**src/rtl/multi_pulse_gen.sv**
```systemverilog
// Multi-channel programmable pulse generator: periodic or one-shot per channel,
// with shadowed divisors that only take effect at period boundaries.
module multi_pulse_gen #(
    parameter int N_CH      = 4,
    parameter int DIV_W     = 24,
    parameter int DIV_RESET = 12000,
    parameter int CH_W      = 4
) (
    input  logic              i_clk,
    input  logic              i_reset,
    input  logic [N_CH-1:0]   i_enable,
    input  logic [N_CH-1:0]   i_mode,
    input  logic [N_CH-1:0]   i_trigger,
    input  logic              i_load,
    input  logic [CH_W-1:0]   i_load_ch,
    input  logic [DIV_W-1:0]  i_load_div,
    input  logic              i_sync,
    output logic [N_CH-1:0]   o_pulse,
    output logic [N_CH-1:0]   o_active,
    output logic              o_load_err
);

    localparam logic [CH_W:0]  ERR_LIM = (CH_W+1)'(N_CH);
    localparam logic [DIV_W-1:0] DIV_RST = DIV_W'(DIV_RESET);

    logic [DIV_W-1:0] s_q [N_CH];
    logic [DIV_W-1:0] s_d [N_CH];
    logic [DIV_W-1:0] d_q [N_CH];
    logic [DIV_W-1:0] d_d [N_CH];
    logic [DIV_W-1:0] c_q [N_CH];
    logic [DIV_W-1:0] c_d [N_CH];
    logic [N_CH-1:0]  pulse_q, pulse_d;
    logic [N_CH-1:0]  active_q, active_d;
    logic [N_CH-1:0]  mode_q;
    logic [N_CH-1:0]  wrap;
    logic [N_CH-1:0]  idle;
    logic             err_q, err_d;

    always_comb begin
        err_d    = i_load && ({1'b0, i_load_ch} >= ERR_LIM);
        pulse_d  = '0;
        active_d = active_q;
        wrap     = '0;
        idle     = '0;
        for (int c = 0; c < N_CH; c++) begin
            s_d[c] = s_q[c];
            d_d[c] = d_q[c];
            c_d[c] = c_q[c];
            if (i_load && (i_load_ch == CH_W'(c))) begin
                s_d[c] = i_load_div;
            end
            // A zero divisor behaves as one: wrap on every cycle
            wrap[c] = (d_q[c] == '0) ? (c_q[c] == '0)
                                     : (c_q[c] == d_q[c] - DIV_W'(1));
            idle[c] = i_sync || !i_enable[c] ||
                      (active_q[c] && (i_mode[c] != mode_q[c]));
            if (idle[c]) begin
                c_d[c]      = '0;
                d_d[c]      = s_d[c];
                active_d[c] = 1'b0;
            end else if (!i_mode[c]) begin
                active_d[c] = 1'b1;
                if (wrap[c]) begin
                    c_d[c]     = '0;
                    d_d[c]     = s_d[c];
                    pulse_d[c] = 1'b1;
                end else begin
                    c_d[c] = c_q[c] + DIV_W'(1);
                end
            end else if (active_q[c]) begin
                if (wrap[c]) begin
                    c_d[c]      = '0;
                    d_d[c]      = s_d[c];
                    pulse_d[c]  = 1'b1;
                    active_d[c] = i_trigger[c];
                end else begin
                    c_d[c] = c_q[c] + DIV_W'(1);
                end
            end else begin
                c_d[c]      = '0;
                d_d[c]      = s_d[c];
                active_d[c] = i_trigger[c];
            end
        end
    end

    always_ff @(posedge i_clk) begin
        mode_q <= i_mode;
        if (i_reset) begin
            for (int c = 0; c < N_CH; c++) begin
                s_q[c] <= DIV_RST;
                d_q[c] <= DIV_RST;
                c_q[c] <= '0;
            end
            pulse_q  <= '0;
            active_q <= '0;
            err_q    <= 1'b0;
        end else begin
            for (int c = 0; c < N_CH; c++) begin
                s_q[c] <= s_d[c];
                d_q[c] <= d_d[c];
                c_q[c] <= c_d[c];
            end
            pulse_q  <= pulse_d;
            active_q <= active_d;
            err_q    <= err_d;
        end
    end

    assign o_pulse    = pulse_q;
    assign o_active   = active_q;
    assign o_load_err = err_q;

endmodule

```
**config.mk**
```make
export PLATFORM = sky130hd
export DESIGN_NAME = multi_pulse_gen
export DESIGN_NICKNAME = d
export VERILOG_FILES = /design/src/rtl/multi_pulse_gen.sv
export SDC_FILE = /design/constraint.sdc
export NUM_CORES = 1
export LEC_CHECK = 0
export ABC_AREA = 1
export CAP_MARGIN = 30
export CORE_MARGIN = 2
export CORE_UTILIZATION = 40
export CTS_CLUSTER_SIZE = 30
export DETAILED_ROUTE_END_ITERATION = 12
export PLACE_DENSITY = 0.55
export SYNTH_ARGS = -nofsm -noshare
export SYNTH_HDL_FRONTEND = slang
export SYNTH_SLANG_ARGS = --single-unit
```
**constraint.sdc**
```tcl
create_clock -name i_clk -period 2.3 [get_ports i_clk]
set_input_delay 0.345 -clock i_clk [delete_from_list [all_inputs] [get_ports i_clk]]
set_output_delay 0.345 -clock i_clk [all_outputs]
set_load 0.01 [all_outputs]
```
==> impl_metrics.json <==
{
  "core-area_sq_um": 45100,
  "port-buffer-count": 52,
  "final_common_cell": "nand2_1",
  "path_max_fanout": 5,
  "viasPerCell": 4.90,
  "start_kind": "flip-flop",
  "reg2reg_slack_ps": -20,
  "cts_root_buf": "clkbuf_16",
  "switching_share_pct": 26.8,
  "antenna_found_initial": 6,
  "grt_pass1_wl_microns": 83700,
  "fmax_mhz": 431,
  "post-route-period-util_pct": 101,
  "cts_buffer_depth": 3,
  "p_leak_nw": 11.2,
  "drive_gt1_share_pct": 20.5,
  "grtUsageTotal_pct": 21.7,
  "holdWs_ps": 284,
  "hold_viol_final": 0,
  "synth_area_sq_um": 18200,
  "cts_sinks": 301,
  "switchingPower_mw": 3.44,
  "setup_tns_ps": -166,
  "pwr-share-clk_pct": 45.1,
  "vias": 18000,
  "power.total_mw": 12.9,
  "synth_nets": 2932,
  "peakVddDrop_uv": 397,
  "crit_type": "reg2reg",
  "grt_max_degree": 48,
  "wl_microns": 53900,
  "die_width_microns": 217,
  "area_growth_pct": 27.0,
  "hp-class": "in2reg",
  "synthCells": 2876,
  "grt_pass1_vias": 16700,
  "violations": "negative setup slack",
  "dr.pass1.iters": 5,
  "drt_iter0_markers": 992,
  "nets": 3107,
  "arrival_ps": 2750,
  "synth_cell_types": 48,
  "skew_ps": 30.4,
  "synth_seq_cells": 301,
  "setup.worst_path.end_class": "flip-flop",
  "drv_slew": 0,
  "clock_latency_ps": 560,
  "pwr-share-comb_pct": 12.1,
  "clkTransAtPathRegs_ps": 60,
  "status": "finished with violations",
  "synth_ff_type": "dfxtp_1",
  "h-tree-depth": 2,
  "ant_nets": 0,
  "gr-total-overflow": 0,
  "route.detailed.drc": 0,
  "place_congestion": 0.889,
  "setup_slack_ps": -22.3,
  "worstPathRequired_ps": 2730,
  "p_int_mw": 9.43,
  "chipHeight_microns": 217,
  "dpl.cell_count": 3582,
  "synth-edff-count": 0,
  "synthArstFlopShare_pct": 0,
  "avgRoutedWirePerCell_microns": 14.7,
  "max-cap-violations": 0,
  "dieArea_sq_um": 47100,
  "place_area_sq_um": 20200,
  "worst_pin_slew_ps": 721,
  "num_rows": 78,
  "ys_seq_area_share_pct": 33.2,
  "ios": 53,
  "fin_crit_ps": 2320,
  "final_cell_mix": "654 x nand2_1, 402 x inv_1, 313 x nor2_1, 263 x dfxtp_1, 241 x nand3_1",
  "stdcell_count": 3677,
  "p_per_area_nw_per_um2": 558,
  "cts_tree": "done",
  "ys_warn_count": 0,
  "seqPwrFrac_pct": 42.8,
  "synth_area_per_cell_sq_um": 6.32,
  "dp_hpwl_microns": 37900,
  "design_area_sq_um": 23100,
  "rsz0062_at_grt": "true",
  "setup_viol": 16,
  "slew_headroom_pct": 51.8,
  "cts_buffers": 37,
  "start_util_pct": 40.3
}
## worst paths after layout
| path | startpoint | endpoint | depth (start not counted) |
|---|---|---|---|
| min reg2reg | c_q[2][0]$_SDFF_PP0_ | c_q[2][0]$_SDFF_PP0_ | 1 |
| min | i_reset | s_q[1][19]$_SDFF_PP0_ | 2 |
| max reg2reg | d_q[1][4]$_SDFF_PP0_ | c_q[1][18]$_SDFF_PP0_ | 15 |
| max | d_q[1][4]$_SDFF_PP0_ | c_q[1][18]$_SDFF_PP0_ | 15 |
## power by group through the flow
stage          registers (mW)  logic, mW  clock network [mW]
6_report                 5.51       1.56                5.80
5_1_grt                  5.53       1.75                6.18
4_1_cts                  5.49       1.41                5.97
3_5_place_dp             5.60       1.39                   0
3_3_place_gp             5.60       1.37                   0
2_1_floorplan            5.56      0.901                   0
## critical path, stage by stage (launching register included)
cell and delay, ps:
dfxtp_4 380, nor2_4 120, nand2_2 70, nor2_4 190
buf_6 140, xor2_2 150, nand2_1 80, nor2_1 110
nand3_1 100, nor2_2 160, nand3_4 170, nand2_8 140
nor2_4 60, inv_4 110, clkbuf_16 160, nor3_2 30
## per-layer routing
metal	wire (microns)	global-route usage, %	vias to the layer above	part of all wire (%)
met3	2630	3.73	70	4.9
met2	24800	36.4	316	46
met4	938	4.57	0	1.7
li1	-	-	9312	-
met5	0	0	-	0
met1	25500	29.3	8321	47
## cells by family (layout without fill, tap and decap cells)
family / Yosys count / after routing / synth area share, %
simple gates: 1634 / 1638 / 39.7
buf+inv: 525 / 721 / 11.5
flops: 301 / 301 / 33.2
compound gates: 250 / 250 / 7.29
xor+xnor: 151 / 151 / 7.28
fa+ha+maj: 12 / 12 / 0.826
mux: 3 / 3 / 0.165
other cells: 0 / 1 / 0
## through the flow
step	utilization (%)	worst slack, ps
after CTS	47.6	-42.8
after global routing	51.2	-155
after floorplan	-	169
final	51.2	-22.3
after detailed placement	44.8	-88.2
after global placement	44.8	-82.3
## repair_timing
item                                    4_1_cts  5_1_grt
endpoints found under the setup margin      138      200
setup buffers                                 1       13
resized for setup                            16      343
gates cloned                                  1       15
hold buffers                                  0        0
pin swaps                                     4       86
## sequential cells by signal, summed over array words and instances (netlist names)
signal,count
d_q,96
o_pulse,4
o_active,4
o_load_err,1
s_q,96
mode_q,4
c_q,96
## synthesized netlist by cell type, drive strengths merged, types with 3 or more instances
library cell  count  area (sq um)
a21oi            68           340
a31oi             3          18.8
buf              38           269
clkbuf           56           211
clkinv            7          26.3
dfxtp           301          6030
ha               12           150
inv             424          1590
mux2i             3          30.0
nand2           733          2820
nand3           296          1510
nand3b            8          60.1
nand4            32           200
nor2            419          1710
nor3             56           335
nor3b             7          52.6
nor4             14           100
o211ai            3          22.5
o21a             11          82.6
o21ai           152           761
o21bai            7          52.6
or2              61           382
or3               3          18.8
xnor2            56           490
xor2             95           832
## final cells by class
class,count,area [sq um]
Antenna cell,1,2.50
Clock buffer,59,1120
Clock inverter,5,57.6
Fill cell,4514,22000
Inverter,431,1640
Multi-Input combinational cell,2054,11200
Sequential cell,301,6080
Tap cell,600,751
Timing Repair Buffer,226,2270
Note: power is estimated with default switching activity, not from simulation.
